[config.mk]
export PLATFORM = sky130hd
export DESIGN_NAME = writeback_queue_flat
export DESIGN_NICKNAME = d
export VERILOG_FILES = /design/src/rtl/cpu_pkg.sv /design/src/rtl/writeback_queue_if.sv /design/src/rtl/wb_match_search.sv /design/src/rtl/writeback_queue.sv /design/src/flat_wrapper.sv
export SDC_FILE = /design/constraint.sdc
export NUM_CORES = 1
export LEC_CHECK = 0
export ABC_AREA = 1
export BUFFER_PORTS_ARGS = -buffer_cell sky130_fd_sc_hd__buf_4
export CAP_MARGIN = 0
export CORE_UTILIZATION = 52
export CTS_CLUSTER_SIZE = 24
export DETAILED_ROUTE_END_ITERATION = 10
export GPL_TIMING_DRIVEN = 0
export PLACE_DENSITY = 0.74
export SETUP_SLACK_MARGIN = 0.05
export SYNTH_ARGS = -nofsm -noshare
export SYNTH_HDL_FRONTEND = slang
export SYNTH_SLANG_ARGS = --single-unit
export TNS_END_PERCENT = 10
[constraint.sdc]
create_clock -name clk -period 7.1 [get_ports clk]
set_input_delay 0.71 -clock clk [delete_from_list [all_inputs] [get_ports clk]]
set_output_delay 0.71 -clock clk [all_outputs]
set_load 0.01 [all_outputs]
[src/rtl/cpu_pkg.sv]
// Shared CPU definitions: register index / data widths and the writeback entry record.
package cpu_pkg;
  localparam int REG_IDX_W = 5;
  localparam int XLEN      = 32;

  localparam logic [REG_IDX_W-1:0] REG_ZERO = 5'd0;

  typedef struct packed {
    logic [REG_IDX_W-1:0] idx;
    logic [XLEN-1:0]      data;
  } wb_entry_t;
endpackage

[src/rtl/writeback_queue_if.sv]
// Producer handshakes, register-file write port and decode hazard/forward query of the writeback queue.
// A request transfers on a rising edge where valid && ready; ready never depends on valid.
interface writeback_queue_if #(parameter int DEPTH = 4);
  import cpu_pkg::*;
  localparam int PTR_W = $clog2(DEPTH);

  logic                 alu_valid;
  logic [REG_IDX_W-1:0] alu_idx;
  logic [XLEN-1:0]      alu_data;
  logic                 alu_ready;

  logic                 mem_valid;
  logic [REG_IDX_W-1:0] mem_idx;
  logic [XLEN-1:0]      mem_data;
  logic                 mem_ready;

  logic [REG_IDX_W-1:0] write_idx;
  logic [XLEN-1:0]      write_data;
  logic                 write_enable;

  logic [REG_IDX_W-1:0] read_idx_1;
  logic [REG_IDX_W-1:0] read_idx_2;
  logic                 hazard_1;
  logic                 hazard_2;
  logic                 fwd_valid_1;
  logic                 fwd_valid_2;
  logic [XLEN-1:0]      fwd_data_1;
  logic [XLEN-1:0]      fwd_data_2;

  logic [PTR_W:0]       count;

  modport master (
    output alu_valid, alu_idx, alu_data, input alu_ready,
    output mem_valid, mem_idx, mem_data, input mem_ready,
    input  write_idx, write_data, write_enable,
    output read_idx_1, read_idx_2,
    input  hazard_1, hazard_2, fwd_valid_1, fwd_valid_2, fwd_data_1, fwd_data_2,
    input  count
  );

  modport slave (
    input  alu_valid, alu_idx, alu_data, output alu_ready,
    input  mem_valid, mem_idx, mem_data, output mem_ready,
    output write_idx, write_data, write_enable,
    input  read_idx_1, read_idx_2,
    output hazard_1, hazard_2, fwd_valid_1, fwd_valid_2, fwd_data_1, fwd_data_2,
    output count
  );
endinterface

[src/rtl/wb_match_search.sv]
// Per-read-port search of queued writes: hit if any pending write targets read_idx; with
// WRITEBACK_QUEUE_FORWARD_EN, also returns data of the youngest match (queue before output register).
module wb_match_search
  import cpu_pkg::*;
#(
  parameter int  DEPTH = 4,
  localparam int PTR_W = $clog2(DEPTH)
) (
  input  wb_entry_t [DEPTH-1:0] entries,
  input  logic [DEPTH-1:0]      entry_valid,
  input  logic [PTR_W-1:0]      head,
  input  wb_entry_t             out_entry,
  input  logic                  out_valid,
  input  logic [REG_IDX_W-1:0]  read_idx,
  output logic                  hit,
  output logic [XLEN-1:0]       data
);
  logic [DEPTH-1:0] entry_hit;
  logic             out_hit;

  always_comb begin
    entry_hit = '0;
    for (int i = 0; i < DEPTH; i++) begin
      entry_hit[i] = entry_valid[i] && (entries[i].idx == read_idx);
    end
  end

  assign out_hit = out_valid && (out_entry.idx == read_idx);
  assign hit     = (read_idx != REG_ZERO) && (|entry_hit || out_hit);

`ifdef WRITEBACK_QUEUE_FORWARD_EN
  logic [PTR_W-1:0] slot;

  // Walk oldest to youngest so the last match seen wins; the output register is older than any entry.
  always_comb begin
    data = '0;
    slot = head;
    if (out_hit) data = out_entry.data;
    for (int i = 0; i < DEPTH; i++) begin
      slot = head + PTR_W'(i);
      if (entry_hit[slot]) data = entries[slot].data;
    end
    if (!hit) data = '0;
  end
`else
  logic unused_search;
  assign unused_search = ^{head, entries};
  assign data = '0;
`endif
endmodule

[src/rtl/writeback_queue.sv]
// In-order writeback queue merging ALU and load results into one register-file write port.
// Optional forwarding of pending write data is enabled by defining WRITEBACK_QUEUE_FORWARD_EN.
module writeback_queue
  import cpu_pkg::*;
#(
  parameter int DEPTH = 4
) (
  input logic              clk,
  input logic              rst_n,
  writeback_queue_if.slave wb
);
  localparam int PTR_W = $clog2(DEPTH);
  localparam logic [PTR_W:0] MEM_LIMIT = (PTR_W+1)'(DEPTH);
  localparam logic [PTR_W:0] ALU_LIMIT = (PTR_W+1)'(DEPTH - 1);

  wb_entry_t [DEPTH-1:0] entries;
  logic [DEPTH-1:0]      entry_valid;
  logic [DEPTH-1:0]      valid_next;
  logic [PTR_W-1:0]      head;
  logic [PTR_W-1:0]      tail;
  logic [PTR_W-1:0]      alu_slot;
  logic [PTR_W:0]        count;
  wb_entry_t             out_entry;
  logic                  out_valid;

  logic mem_fire, alu_fire, mem_store, alu_store, deq;

  // The ALU path stops one slot early so a returning load always has room.
  assign wb.mem_ready = (count < MEM_LIMIT);
  assign wb.alu_ready = (count < ALU_LIMIT);

  assign mem_fire  = wb.mem_valid && wb.mem_ready;
  assign alu_fire  = wb.alu_valid && wb.alu_ready;
  assign mem_store = mem_fire && (wb.mem_idx != REG_ZERO);
  assign alu_store = alu_fire && (wb.alu_idx != REG_ZERO);
  assign deq       = (count != '0);
  assign alu_slot  = tail + PTR_W'(mem_store);

  always_comb begin
    valid_next = entry_valid;
    if (deq)       valid_next[head]     = 1'b0;
    if (mem_store) valid_next[tail]     = 1'b1;
    if (alu_store) valid_next[alu_slot] = 1'b1;
  end

  // Payload storage carries no reset; occupancy is tracked by entry_valid and the pointers.
  always_ff @(posedge clk) begin
    if (mem_store) entries[tail]     <= {wb.mem_idx, wb.mem_data};
    if (alu_store) entries[alu_slot] <= {wb.alu_idx, wb.alu_data};
  end

  always_ff @(posedge clk or negedge rst_n) begin
    if (!rst_n) begin
      head        <= '0;
      tail        <= '0;
      count       <= '0;
      entry_valid <= '0;
      out_entry   <= '0;
      out_valid   <= 1'b0;
    end else begin
      head        <= head + PTR_W'(deq);
      tail        <= tail + PTR_W'(mem_store) + PTR_W'(alu_store);
      count       <= count + (PTR_W+1)'(mem_store) + (PTR_W+1)'(alu_store) - (PTR_W+1)'(deq);
      entry_valid <= valid_next;
      out_valid   <= deq;
      if (deq) out_entry <= entries[head];
    end
  end

  assign wb.write_enable = out_valid;
  assign wb.write_idx    = out_entry.idx;
  assign wb.write_data   = out_entry.data;
  assign wb.count        = count;

  logic            hit_1, hit_2;
  logic [XLEN-1:0] search_data_1, search_data_2;

  wb_match_search #(.DEPTH(DEPTH)) u_search_1 (
    .entries     (entries),
    .entry_valid (entry_valid),
    .head        (head),
    .out_entry   (out_entry),
    .out_valid   (out_valid),
    .read_idx    (wb.read_idx_1),
    .hit         (hit_1),
    .data        (search_data_1)
  );

  wb_match_search #(.DEPTH(DEPTH)) u_search_2 (
    .entries     (entries),
    .entry_valid (entry_valid),
    .head        (head),
    .out_entry   (out_entry),
    .out_valid   (out_valid),
    .read_idx    (wb.read_idx_2),
    .hit         (hit_2),
    .data        (search_data_2)
  );

  assign wb.hazard_1 = hit_1;
  assign wb.hazard_2 = hit_2;

`ifdef WRITEBACK_QUEUE_FORWARD_EN
  assign wb.fwd_valid_1 = hit_1;
  assign wb.fwd_valid_2 = hit_2;
  assign wb.fwd_data_1  = search_data_1;
  assign wb.fwd_data_2  = search_data_2;
`else
  logic unused_fwd;
  assign unused_fwd     = ^{search_data_1, search_data_2};
  assign wb.fwd_valid_1 = 1'b0;
  assign wb.fwd_valid_2 = 1'b0;
  assign wb.fwd_data_1  = '0;
  assign wb.fwd_data_2  = '0;
`endif
endmodule

[src/flat_wrapper.sv]
// flat-port wrapper written by rule: the top's interface ports become plain ports
module writeback_queue_flat import cpu_pkg::*;
#(
  parameter int DEPTH = 4
)
  (clk, rst_n, wb_alu_valid, wb_alu_idx, wb_alu_data, wb_alu_ready, wb_mem_valid, wb_mem_idx, wb_mem_data, wb_mem_ready, wb_write_idx, wb_write_data, wb_write_enable, wb_read_idx_1, wb_read_idx_2, wb_hazard_1, wb_hazard_2, wb_fwd_valid_1, wb_fwd_valid_2, wb_fwd_data_1, wb_fwd_data_2, wb_count);
  writeback_queue_if #(.DEPTH(DEPTH)) wb_i ();
  input logic clk;
  input logic rst_n;
  input wire logic [$bits(wb_i.alu_valid)-1:0] wb_alu_valid;
  input wire logic [$bits(wb_i.alu_idx)-1:0] wb_alu_idx;
  input wire logic [$bits(wb_i.alu_data)-1:0] wb_alu_data;
  output wire logic [$bits(wb_i.alu_ready)-1:0] wb_alu_ready;
  input wire logic [$bits(wb_i.mem_valid)-1:0] wb_mem_valid;
  input wire logic [$bits(wb_i.mem_idx)-1:0] wb_mem_idx;
  input wire logic [$bits(wb_i.mem_data)-1:0] wb_mem_data;
  output wire logic [$bits(wb_i.mem_ready)-1:0] wb_mem_ready;
  output wire logic [$bits(wb_i.write_idx)-1:0] wb_write_idx;
  output wire logic [$bits(wb_i.write_data)-1:0] wb_write_data;
  output wire logic [$bits(wb_i.write_enable)-1:0] wb_write_enable;
  input wire logic [$bits(wb_i.read_idx_1)-1:0] wb_read_idx_1;
  input wire logic [$bits(wb_i.read_idx_2)-1:0] wb_read_idx_2;
  output wire logic [$bits(wb_i.hazard_1)-1:0] wb_hazard_1;
  output wire logic [$bits(wb_i.hazard_2)-1:0] wb_hazard_2;
  output wire logic [$bits(wb_i.fwd_valid_1)-1:0] wb_fwd_valid_1;
  output wire logic [$bits(wb_i.fwd_valid_2)-1:0] wb_fwd_valid_2;
  output wire logic [$bits(wb_i.fwd_data_1)-1:0] wb_fwd_data_1;
  output wire logic [$bits(wb_i.fwd_data_2)-1:0] wb_fwd_data_2;
  output wire logic [$bits(wb_i.count)-1:0] wb_count;
  assign wb_i.alu_valid = wb_alu_valid;
  assign wb_i.alu_idx = wb_alu_idx;
  assign wb_i.alu_data = wb_alu_data;
  assign wb_alu_ready = wb_i.alu_ready;
  assign wb_i.mem_valid = wb_mem_valid;
  assign wb_i.mem_idx = wb_mem_idx;
  assign wb_i.mem_data = wb_mem_data;
  assign wb_mem_ready = wb_i.mem_ready;
  assign wb_write_idx = wb_i.write_idx;
  assign wb_write_data = wb_i.write_data;
  assign wb_write_enable = wb_i.write_enable;
  assign wb_i.read_idx_1 = wb_read_idx_1;
  assign wb_i.read_idx_2 = wb_read_idx_2;
  assign wb_hazard_1 = wb_i.hazard_1;
  assign wb_hazard_2 = wb_i.hazard_2;
  assign wb_fwd_valid_1 = wb_i.fwd_valid_1;
  assign wb_fwd_valid_2 = wb_i.fwd_valid_2;
  assign wb_fwd_data_1 = wb_i.fwd_data_1;
  assign wb_fwd_data_2 = wb_i.fwd_data_2;
  assign wb_count = wb_i.count;
  writeback_queue #(.DEPTH(DEPTH)) u_core (.clk(clk), .rst_n(rst_n), .wb(wb_i));
endmodule
Word-level counts from Yosys, hierarchy flattened. Index checks and enable logic that the tools add are counted. Widths: inputs -> output; s select.

Bitwise operators: 4. Multiplexer cells: 19. Magnitude comparators: 8. Reduce and logical (&&, ||, !) cells: 28. Shifts and indexed selects: 0. Multipliers: 0. Equality and inequality tests: 10. Add/subtract/negate cells: 6. Div/mod/pow operators: 0.

Operators with widths (count): $bwmux 148 (2); $mux 148 (2); $demux 37 s2 (2); $mux 37 (3); $bmux 37 s2 (1); $eq 5x5->1 (10); $reduce_bool 5->1 (4); $logic_and 1x1->1 (19); $mux 4 (3); $lt 2x3->1 const B (3); $or 4x4->4 (2); $reduce_or 4->1 (2); $add 2x1->2 (3); $add 3x1->3 (2); $demux 1 s2 (3); $ge 2x1->1 const B (3); $and 4x4->4 (1); $not 4->4 (1); $lt 3x2->1 const B (1); $lt 3x3->1 const B (1); $mux 1 (3); $reduce_bool 3->1 (1); $sub 3x1->3 (1); $logic_or 1x1->1 (2).

Bits in registers: 197. RAM bits: 0. Logic and storage cells: 90. Bits in latches: 0. Output and inout bits: 111. Memories kept: 0. Memory bits (read-only): 0. Input bits: 88.

Logic depth before layout (Yosys ltp). Gate-level depths: netlist of run 1.

Depth in word-level cells: 11. Mapped depth: 12. Mapped depth without buffers: 11.

Cells and area by module. A second synthesis of run 1 with hierarchy kept.

Cell total of the unflattened synthesis: 1913. Area total of the unflattened synthesis: 12052.8 µm².

Modules (own cells, without submodules): writeback_queue (cells an instance 1633, area an instance 10674.0 µm², instances 1); wb_match_search (cells an instance 140, area an instance 689.4 µm², instances 2).

Least setup slack after synthesis of run 1. Ideal clock, no wire load.

Kind: register to register. Start: reg u_core.count[0] (netlist: u_core.wb.count[0]). End: reg u_core.count[2] (netlist: u_core.wb.count[2]). Clock period less this slack: 2.572 ns. Data required time: 6.978 ns. Path slack: 4.528 ns. Buffers on the path: 1. Data arrival time: 2.450 ns. Stages on the path, launching flop included: 9. Path through: dfrtp_1 > nor3_2 > inv_2 > clkbuf_1 > ha_1 > inv_1 > fa_1 > fa_1 > xor2_1.

Elaborated cells on any way between the ends: 10.

RTL lines: start: declaration (RTL line writeback_queue.sv:22) `logic [PTR_W:0] count;`; start signal: assignment (RTL line writeback_queue.sv:63) `count <= count + (PTR_W+1)'(mem_store) + (PTR_W+1)'(alu_store) - (PTR_W+1)'(deq);`; $reduce_bool 3->1 (RTL line writeback_queue.sv:36) `assign deq = (count != '0);`; via u_core.deq (RTL line writeback_queue.sv:26) `logic mem_fire, alu_fire, mem_store, alu_store, deq;`; $sub 3x1->3 (RTL line writeback_queue.sv:63).

The timed path passes the listed nets, and every way through them passes these cells. A chain may end at the register's enable or synchronous reset.

Worst setup path in the final report of run 1. Same ends and word-level chain as after synthesis.

==> results of run 1 <==
[cells in the final DEF (no fill, tap or decap), drive strengths merged]
master,netlist,routed
a21oi,26,26
nor3,4,4
o21ai,27,27
a31oi,27,27
inv,225,232
nand2,830,830
o2111ai,8,8
buf,125,255
a22oi,8,8
clkinv,0,8
fa,2,2
xnor2,2,2
dfrtp,49,49
clkbuf,24,41
xor2,7,7
a41oi,2,2
nor2,87,87
ha,5,5
dfxtp,148,148
nand4,2,2
conb,1,66
and3,1,1
nand3,166,166
[worst max-delay path: cells and delay by family (launching register included)]
kind / cells / cell delay (ns)
buf+inv: 3 / 0.87
simple gates: 1 / 0.91
xor+xnor: 1 / 0.15
flops: 1 / 0.45
fa+ha+maj: 3 / 1.29
[state kept, by name, indices dropped and copies added (netlist names)]
name                    count
u_core.entries            148
u_core.entry_valid          4
u_core.head                 2
u_core.tail                 2
u_core.wb.count             3
u_core.wb.write_data       32
u_core.wb.write_enable      1
u_core.wb.write_idx         5
[Yosys cell counts]
library cell,n,area [µm²]
sky130_fd_sc_hd__a21oi_1,26,130
sky130_fd_sc_hd__a22oi_1,8,60.1
sky130_fd_sc_hd__a31oi_1,27,169
sky130_fd_sc_hd__a41oi_1,2,17.5
sky130_fd_sc_hd__and3_1,1,6.26
sky130_fd_sc_hd__buf_1,6,22.5
sky130_fd_sc_hd__buf_2,28,140
sky130_fd_sc_hd__buf_4,85,638
sky130_fd_sc_hd__buf_6,6,67.6
sky130_fd_sc_hd__clkbuf_1,24,90.1
sky130_fd_sc_hd__conb_1,1,3.75
sky130_fd_sc_hd__dfrtp_1,49,1230
sky130_fd_sc_hd__dfxtp_1,148,2960
sky130_fd_sc_hd__fa_1,2,40.0
sky130_fd_sc_hd__ha_1,5,62.6
sky130_fd_sc_hd__inv_1,217,815
sky130_fd_sc_hd__inv_2,8,30.0
sky130_fd_sc_hd__nand2_1,826,3100
sky130_fd_sc_hd__nand2_2,4,25.0
sky130_fd_sc_hd__nand3_1,166,831
sky130_fd_sc_hd__nand4_1,2,12.5
sky130_fd_sc_hd__nor2_1,85,319
sky130_fd_sc_hd__nor2_2,1,6.26
sky130_fd_sc_hd__nor2_4,1,11.3
sky130_fd_sc_hd__nor3_1,3,15.0
sky130_fd_sc_hd__nor3_2,1,10.0
sky130_fd_sc_hd__o2111ai_1,8,70.1
sky130_fd_sc_hd__o21ai_0,26,130
sky130_fd_sc_hd__o21ai_1,1,5.00
sky130_fd_sc_hd__xnor2_1,1,8.76
sky130_fd_sc_hd__xnor2_2,1,16.3
sky130_fd_sc_hd__xor2_1,7,61.3
[cell type report]
class	instances	area [µm²]	area share
multi-input combinational	1270	5360	0.403
timing repair buffer	130	976	0.0735
clock buffer	17	425	0.0320
clock inverter	15	188	0.0141
tap	275	344	0.0259
sequential	197	4190	0.315
buffer	149	958	0.0722
inverter	225	845	0.0636
[kinds of logic (layout without fill, tap and decap cells)]
logic type      Yosys count  after routing  synth area share
xor+xnor                  9              9           0.00778
buf+inv                 374            536             0.162
flops                   197            197             0.377
other cells               1             66          0.000338
fa+ha+maj                 7              7           0.00924
compound gates           98             98            0.0524
simple gates           1090           1090             0.391
[layer usage]
| layer | up-vias | share of wire | global-route usage |
|---|---|---|---|
| li1 | 5691 | - | - |
| met1 | 5250 | 0.40 | 0.459 |
| met2 | 644 | 0.46 | 0.563 |
| met3 | 103 | 0.10 | 0.0515 |
| met4 | 0 | 0.038 | 0.158 |
| met5 | - | 0 | 0 |
[power by group through the flow]
stage               combinational [µW]  sequential [µW]  clock, µW
global route                      3410             2210       1050
global placement                  2920             2130          0
finish                            3050             2150       1000
CTS                               3010             2130       1000
detailed placement                2990             2150          0
floorplan                         1980             2100          0
[worst min path at each step]
| stage | to | slack, ns | cells past startpoint |
|---|---|---|---|
| 2_1_floorplan | u_core.entry_valid[0]$_DFF_PN0_ | 0.41 | 0 |
| 3_3_place_gp | u_core.wb.write_data[27]$_DFFE_PN0N_ | 0.46 | 2 |
| 3_5_place_dp | u_core.wb.write_data[27]$_DFFE_PN0N_ | 0.47 | 2 |
| 4_1_cts | u_core.wb.write_data[24]$_DFFE_PN0N_ | 0.36 | 1 |
| 5_1_grt | u_core.wb.write_data[24]$_DFFE_PN0N_ | 0.39 | 1 |
| 6_report | u_core.wb.write_data[24]$_DFFE_PN0N_ | 0.35 | 1 |
[per-stage QoR]
step                      setup slack (ns)  hold WS (ns)  instance area, µm²  std cells  total power, µW
final                                 3.32         0.346               13300       2278             6200
after global routing                  3.28         0.386               13300       2278             6670
after CTS                             3.46         0.361               13300       2278             6140
after detailed placement              3.46         0.467               12700       2246             5140
after global placement                3.50         0.460               12700       2246             5050
after floorplan                       4.53         0.414               11300       1841             4080
==> results.cfg, run 1 <==
[global_route]
antenna_found_initial = 0
via_count_of_the_first_global_routing_pass = 10600
grt_overall_usage = 0.348
first_pass_grt_wire_length_mm = 58.1
grt_remaining_overflow = 0
largest_net_degree_at_the_start_of_global_routing = 50

[clocking]
ctsRootBufferMaster = sky130_fd_sc_hd__clkbuf_16
cts_repair_resize_count = 0
post_cts_buffers = 0
cts_num_sinks = 197
clock_tree_from_tritoncts = built
tritoncts.num_buffers = 17
holdBufCountCts = 0
cts.clk_slew.worst_paths_ns = 0.09
insertion_delay_ns = 0.46
clock_tree.htree_level_count = 4
clock_path_buffers = 2

[timing]
timing.final.max_slew_violations = 0
timing.slew.headroom = 0.266
timing.setup.tns_ns = 0
fin_crit_sh = 0.533
report.final.setup_viol = 0
unrepaired_setup_endpoints_after_global_routing = no
maxClockFrequency_ghz = 0.264
worst_clock_skew_ns = 0.0139
hold_viol_final = 0
timing.final.crit_period_ns = 3.78
worst_slew_pin_slew_ns = 1.10

[run]
number_of_max_cap_violations = 0

[critical_path]
worst-setup-path-type = reg -> reg
worst_path_cell_chain = nor3_2 -> inv_2 -> clkbuf_1 -> ha_1 -> inv_1 -> fa_1 -> fa_1 -> xor2_1
nature_of_the_critical_path_startpoint = flop
timing.rr.end = u_core.wb.count[2]$_DFF_PN0_
crit_end = u_core.wb.count[2]$_DFF_PN0_
r2r-start = u_core.wb.count[0]$_DFF_PN0_
worst_ep_arrival_time_ns = 4.13
critPathRequiredTime_ns = 7.44
worstPathMaxFanout = 12
cp_slowest_stage_delay_ns = 0.91
path_common_cell = sky130_fd_sc_hd__fa_1
critPathCaptureType = flop
r2r_cells = 8
r2r_slack_ns = 3.32
crit_slowest_cell = sky130_fd_sc_hd__nor3_2
cp-startpoint = u_core.wb.count[0]$_DFF_PN0_

[power]
p_int_uw = 3360
pd_cells_nw_per_um2 = 467
switching_share = 0.458
comb_power_share = 0.492
fraction_of_power_consumed_by_the_clock_network = 0.162
total_leakage_power_uw = 0.00767
switching_power_uw = 2840
sequentialPowerShare = 0.346
largest_vdd_supply_drop_mv = 0.222

[cells_and_area]
area_delta_synth_final_pct = 19.6
final_core_utilization = 0.634
nets = 2085
nFillCells = 2040
insertedDiodeCount = 0
final_layout_size_suffix_gt1_frac = 0.148

[floorplanning]
die_width_um = 148
die-height_um = 148
core_um2 = 21000
initial_utilization = 0.530
num_rows = 53
die_area_um2 = 21900
pin_count = 199

[synthesis]
yosys_warnings = 0
synth-seq-area-share = 0.377
synthDistinctLibCells = 32
netlist_area_um2 = 11100
syn_area_per_cell_um2 = 6.25
synth_cells = 1776
synth-seq-cells = 197

[placed_design]
gp_routability_congestion = 0.955
portBuffers = 130
detailed_place_hpwl_mm = 25.6

[route]
total_detailed_routing_wirelength_mm = 37.9
post_drt_via_cell_ratio = 5.13
detail_route.drc_violations = 0
drt_iter0_drc = 1184
via_count = 11700
detailedRoute.firstPassIterationCount = 6
wl_per_cell_um = 16.6
drt.antenna.violating_nets = 0

[run_status]
run_status = completed

[hold_path]
hold_class = in -> async
No activity file was read; power rests on OpenSTA's default activity.
==> inputs of run 2 (changes only) <==
==> constraint.sdc (replaced) <==
create_clock -name clk -period 3.6 [get_ports clk]
set_input_delay 0.36 -clock clk [delete_from_list [all_inputs] [get_ports clk]]
set_output_delay 0.36 -clock clk [all_outputs]
set_load 0.01 [all_outputs]
==> run 2 against run 1 <==
  * Combinational power rose by 97%
  * Total power rose by 97%
  * Wire length rose by 0.12%
  * Highest routed layer unchanged
  * Register-to-register slack got worse by 3.2 ns
  * Utilization barely moved
  * Clock-buffer cell count did not move
  * Global-route usage barely moved
  * Final cell count did not move
  * First-iteration DRC count fell by 1.4%
  * Sequential cell count did not move
==> results.cfg, run 2 (synthesis results as in run 1) <==
[clocking]
cts_repair_resize_count = 1
tritoncts.num_buffers = 17
clock_tree.htree_level_count = 4
clock_path_buffers = 2
insertion_delay_ns = 0.45
cts_num_sinks = 197
post_cts_buffers = 0
clock_tree_from_tritoncts = built
ctsRootBufferMaster = sky130_fd_sc_hd__clkbuf_16
cts.clk_slew.worst_paths_ns = 0.08
holdBufCountCts = 0

[global_route]
antenna_found_initial = 0
grt_remaining_overflow = 0
first_pass_grt_wire_length_mm = 58.1
grt_overall_usage = 0.348
via_count_of_the_first_global_routing_pass = 10600
largest_net_degree_at_the_start_of_global_routing = 50

[power]
total_power_uw = 12200
switching_power_uw = 5610
p_int_uw = 6630
pd_cells_nw_per_um2 = 921
sequentialPowerShare = 0.347
comb_power_share = 0.492
fraction_of_power_consumed_by_the_clock_network = 0.161
total_leakage_power_uw = 0.00768
largest_vdd_supply_drop_mv = 0.434
switching_share = 0.458

[timing]
timing.final.crit_period_ns = 3.45
timing.final.max_slew_violations = 0
report.final.setup_viol = 0
timing.hold.ws_ns = 0.000607
unrepaired_setup_endpoints_after_global_routing = no
worst_clock_skew_ns = 0.0134
maxClockFrequency_ghz = 0.290
timing.slew.headroom = 0.301
worst_slew_pin_slew_ns = 1.05
fin_crit_sh = 0.957
hold_viol_final = 0

[route]
post_drt_via_cell_ratio = 5.13
wl_per_cell_um = 16.7
total_detailed_routing_wirelength_mm = 38.0
drt.antenna.violating_nets = 0
drt_iter0_drc = 1167
via_count = 11700
detail_route.drc_violations = 0
detailedRoute.firstPassIterationCount = 5

[cells_and_area]
final_layout_size_suffix_gt1_frac = 0.148
most-common-layout-cells = 826 x sky130_fd_sc_hd__nand2_1, 217 x sky130_fd_sc_hd__inv_1, 215 x sky130_fd_sc_hd__buf_4, 166 x sky130_fd_sc_hd__nand3_1, 148 x sky130_fd_sc_hd__dfxtp_1
insertedDiodeCount = 0
nets = 2085
area_delta_synth_final_pct = 19.7
layoutNonFillerInstCount = 2278
post-route-cell-area_um2 = 13300
top_register = u_core.entries
most_common_cell_after_layout_fill_and_taps_aside = sky130_fd_sc_hd__nand2_1
largest_reg_flops = 148

[placed_design]
gp_routability_congestion = 0.955
portBuffers = 130
detailed_place_hpwl_mm = 25.6
dp_cells = 2246
detailed_place.area_um2 = 12700

[floorplanning]
pin_count = 199
die-height_um = 148
die_width_um = 148
initial_utilization = 0.530
core_um2 = 21000
num_rows = 53
die_area_um2 = 21900

[critical_path]
worst-setup-path-type = reg -> reg
nature_of_the_critical_path_startpoint = flop
critPathRequiredTime_ns = 3.94
worst_ep_arrival_time_ns = 3.79
critPathCaptureType = flop
worstPathMaxFanout = 12

[run_status]
run_status = completed

[run]
number_of_max_cap_violations = 0

[hold_path]
hold_class = in -> async
==> run 2: cell count changes in the layout (fill, tap and decap cells not counted) <==
| cell | change |
|---|---|
| sky130_fd_sc_hd__nor3_4 | +1 |
| sky130_fd_sc_hd__nor3_2 | -1 |
==> run 2: cell type report <==
type	count	area, µm²
clock buffer	17	425
sequential	197	4190
timing repair buffer	130	976
fill	2037	7670
buffer	149	958
multi-input combinational	1270	5360
clock inverter	15	188
inverter	225	845
tap	275	344
==> run 2: routing by layer <==
metal	track usage	vias up	wire (µm)
li1	-	5696	-
met1	0.458	5282	15500
met2	0.563	612	17400
met3	0.0515	98	3640
met4	0.158	0	1420
met5	0	-	0
==> run 2: worst paths after layout <==
path / from / end / cells past startpoint / slack, ns
max in group asynchronous: rst_n / u_core.wb.write_data[0]$_DFFE_PN0N_ / 1 / 3.06
setup reg to reg: u_core.wb.count[0]$_DFF_PN0_ / u_core.wb.count[2]$_DFF_PN0_ / 8 / 0.15
hold / removal: rst_n / u_core.wb.write_data[24]$_DFFE_PN0N_ / 1 / 0.0006
setup / recovery: u_core.wb.count[0]$_DFF_PN0_ / u_core.wb.count[2]$_DFF_PN0_ / 8 / 0.15
min in group clk: wb_alu_data[11] / u_core.entries[48]$_DFF_P_ / 3 / 0.13
hold reg to reg: u_core.entries[102]$_DFF_P_ / u_core.wb.write_data[28]$_DFFE_PN0N_ / 2 / 0.47
==> run 2: metrics by stage <==
stage	setup TNS [ns]	utilization	setup slack, ns
final	0	0.634	0.153
after global routing	0	0.634	0.0786
after CTS	0	0.634	0.244
after detailed placement	-0.0378	0.604	-0.0378
after global placement	-0.00182	0.604	-0.00182
after floorplan	0	-	1.03
==> run 2: critical path, cell delays in order, from the launching register on <==
cell	delay, ns
sky130_fd_sc_hd__dfrtp_1	0.47
sky130_fd_sc_hd__nor3_4	0.62
sky130_fd_sc_hd__inv_2	0.24
sky130_fd_sc_hd__clkbuf_1	0.51
sky130_fd_sc_hd__ha_1	0.47
sky130_fd_sc_hd__inv_1	0.05
sky130_fd_sc_hd__fa_1	0.41
sky130_fd_sc_hd__fa_1	0.41
sky130_fd_sc_hd__xor2_1	0.15
==> run 2: power groups by stage <==
stage               Clock, µW  Combinational [µW]  Sequential [µW]
floorplan                   0                3900             4150
global placement            0                5750             4200
finish                   1970                6020             4240
CTS                      1970                5930             4210
detailed placement          0                5890             4240
global route             2060                6730             4360
==> inputs of run 3 (changes only) <==
--- a/config.mk
+++ b/config.mk
@@ -12,9 +12,10 @@
 export CTS_CLUSTER_SIZE = 24
 export DETAILED_ROUTE_END_ITERATION = 10
 export GPL_TIMING_DRIVEN = 0
-export PLACE_DENSITY = 0.74
+export PLACE_DENSITY = 0.73
 export SETUP_SLACK_MARGIN = 0.05
 export SYNTH_ARGS = -nofsm -noshare
 export SYNTH_HDL_FRONTEND = slang
+export SYNTH_HIERARCHICAL = 1
 export SYNTH_SLANG_ARGS = --single-unit
 export TNS_END_PERCENT = 10
==> run 3 against run 2 <==
  * Sequential share of layout area down 1.1 points
  * Critical path type unchanged
  * Cell area up 3.6%
  * Highest routed layer unchanged
  * Final cell count up 3.4%
  * Wire length up 3.6%
  * Critical endpoint is now u_core/wb.count[2]$_DFF_PN0_
  * Largest power group unchanged
==> results.cfg, run 3 <==
[cells_and_area]
top_register = u_core/entries
most-common-layout-cells = 668 x sky130_fd_sc_hd__nand2_1, 407 x sky130_fd_sc_hd__nor2_1, 228 x sky130_fd_sc_hd__buf_4, 164 x sky130_fd_sc_hd__nand3_1, 148 x sky130_fd_sc_hd__dfxtp_1
layoutNonFillerInstCount = 2355
largest_reg_flops = 148
insertedDiodeCount = 0
nets = 2157
most_common_cell_after_layout_fill_and_taps_aside = sky130_fd_sc_hd__nand2_1
area_delta_synth_final_pct = 19.0
final_layout_size_suffix_gt1_frac = 0.163

[clocking]
cts_num_sinks = 197
tritoncts.num_buffers = 17
cts.clk_slew.worst_paths_ns = 0.08
clock_tree_from_tritoncts = built
clock_tree.htree_level_count = 4
ctsRootBufferMaster = sky130_fd_sc_hd__clkbuf_16
insertion_delay_ns = 0.45
clock_path_buffers = 2

[run]
number_of_max_cap_violations = 0

[global_route]
via_count_of_the_first_global_routing_pass = 11300
grt_remaining_overflow = 0
largest_net_degree_at_the_start_of_global_routing = 50
antenna_found_initial = 0
first_pass_grt_wire_length_mm = 60.7
grt_overall_usage = 0.350

[floorplanning]
die_area_um2 = 22800
pin_count = 199
core_um2 = 21800
initial_utilization = 0.530
die_width_um = 151
die-height_um = 151
num_rows = 54

[hold_path]
hold_class = in -> reg

[critical_path]
worst-setup-path-type = reg -> reg
critPathRequiredTime_ns = 3.94
worst_ep_arrival_time_ns = 3.68
nature_of_the_critical_path_startpoint = flop
critPathCaptureType = flop
worstPathMaxFanout = 12

[power]
largest_vdd_supply_drop_mv = 0.472
pd_cells_nw_per_um2 = 927
total_leakage_power_uw = 0.00750
total_power_uw = 12800

[route]
drt.antenna.violating_nets = 0
total_detailed_routing_wirelength_mm = 39.3
drt_iter0_drc = 1231
detail_route.drc_violations = 0
via_count = 12500
post_drt_via_cell_ratio = 5.32
detailedRoute.firstPassIterationCount = 6
wl_per_cell_um = 16.7

[timing]
maxClockFrequency_ghz = 0.299
worst_slew_pin_slew_ns = 0.877
unrepaired_setup_endpoints_after_global_routing = no
timing.final.ws_setup_ns = 0.260
timing.final.max_slew_violations = 0
worst_clock_skew_ns = 0.0142
timing.setup.tns_ns = 0
fin_crit_sh = 0.928
timing.final.crit_period_ns = 3.34
timing.slew.headroom = 0.415
report.final.setup_viol = 0
hold_viol_final = 0

[placed_design]
preCtsSetupSlack_ns = 0.320
portBuffers = 130
detailed_place_hpwl_mm = 27.1
gp_routability_congestion = 0.933
dp_cells = 2322

[synthesis]
synth_cells = 1847
netlist_area_um2 = 11600
syn_area_per_cell_um2 = 6.26
yosys_warnings = 6

[run_status]
run_status = completed
run 3: changes by cell type in the layout (fill, tap and decap cells not counted), sizes merged, moves of 8 or more:
cell | before | now
nor2 | 87 | 413
inv | 232 | 72
nand2 | 830 | 675
nor3 | 4 | 77
nand4 | 2 | 32
buf | 255 | 283
a31oi | 27 | 0
a21oi | 26 | 0
o21ai | 27 | 14
o2111ai | 8 | 0
run 3: metal layers:
metal / wire (µm) / track usage / vias to the layer above / share of wire
li1: - / - / 6061 / -
met1: 16300 / 0.464 / 5674 / 0.41
met2: 17600 / 0.561 / 680 / 0.45
met3: 4120 / 0.0605 / 117 / 0.10
met4: 1330 / 0.144 / 0 / 0.034
met5: 0 / 0 / - / 0
run 3: final timing paths:
check / startpoint / to / slack (ns) / cells past startpoint
worst max-delay path: u_core/wb.count[0]$_DFF_PN0_ / u_core/wb.count[2]$_DFF_PN0_ / 0.26 / 10
worst min-delay path: wb_alu_data[10] / u_core/entries[10]$_DFF_P_ / 0.17 / 3
worst max register to register: u_core/wb.count[0]$_DFF_PN0_ / u_core/wb.count[2]$_DFF_PN0_ / 0.26 / 10
worst min register to register: u_core/wb.write_data[20]$_DFFE_PN0N_ / u_core/wb.write_data[20]$_DFFE_PN0N_ / 0.48 / 2
max in group asynchronous: rst_n / u_core/wb.write_idx[4]$_DFFE_PN0N_ / 2.57 / 2
min in group asynchronous: rst_n / u_core/wb.write_data[11]$_DFFE_PN0N_ / 0.52 / 2
run 3: through the flow:
stage           util  instance area, µm²  hold WS (ns)
2_1_floorplan      -               11800        0.0644
3_3_place_gp   0.602               13100         0.451
3_5_place_dp   0.602               13100         0.467
4_1_cts        0.631               13800         0.159
5_1_grt        0.631               13800         0.164
6_report       0.631               13800         0.168
run 3: where the power goes:
group          switching [µW]  internal (µW)  total (µW)  leakage (µW)
Sequential                839           3430        4270       0.00185
Clock                     925           1120        2040      0.000297
Combinational            4090           2350        6440       0.00536
Total                    5850           6900       12800       0.00750
run 3: layout make-up:
class / instances / area, µm²
fillers: 2118 / 8060
multi-input cells: 1475 / 6220
flip-flops and latches: 197 / 4190
plain buffers: 174 / 1150
repair buffers: 131 / 986
clock buffers: 18 / 429
well taps: 280 / 350
inverters: 66 / 248
clock inverters: 14 / 188
run 3: worst max-delay path: stages, from the launching register on:
cell and delay [ns]:
sky130_fd_sc_hd__dfrtp_1 0.42, sky130_fd_sc_hd__nor3_1 0.60, sky130_fd_sc_hd__inv_1 0.19, sky130_fd_sc_hd__clkbuf_1 0.43, sky130_fd_sc_hd__ha_1 0.46, sky130_fd_sc_hd__xnor2_1 0.15
sky130_fd_sc_hd__inv_1 0.06, sky130_fd_sc_hd__ha_1 0.17, sky130_fd_sc_hd__o21bai_1 0.17, sky130_fd_sc_hd__fa_1 0.41, sky130_fd_sc_hd__xor2_1 0.17
run 3: repair_timing:
action,in CTS,in global routing
resized for setup,0,0
hold buffers,1,0
hold endpoints to repair,14,0
buffers inserted,0,0
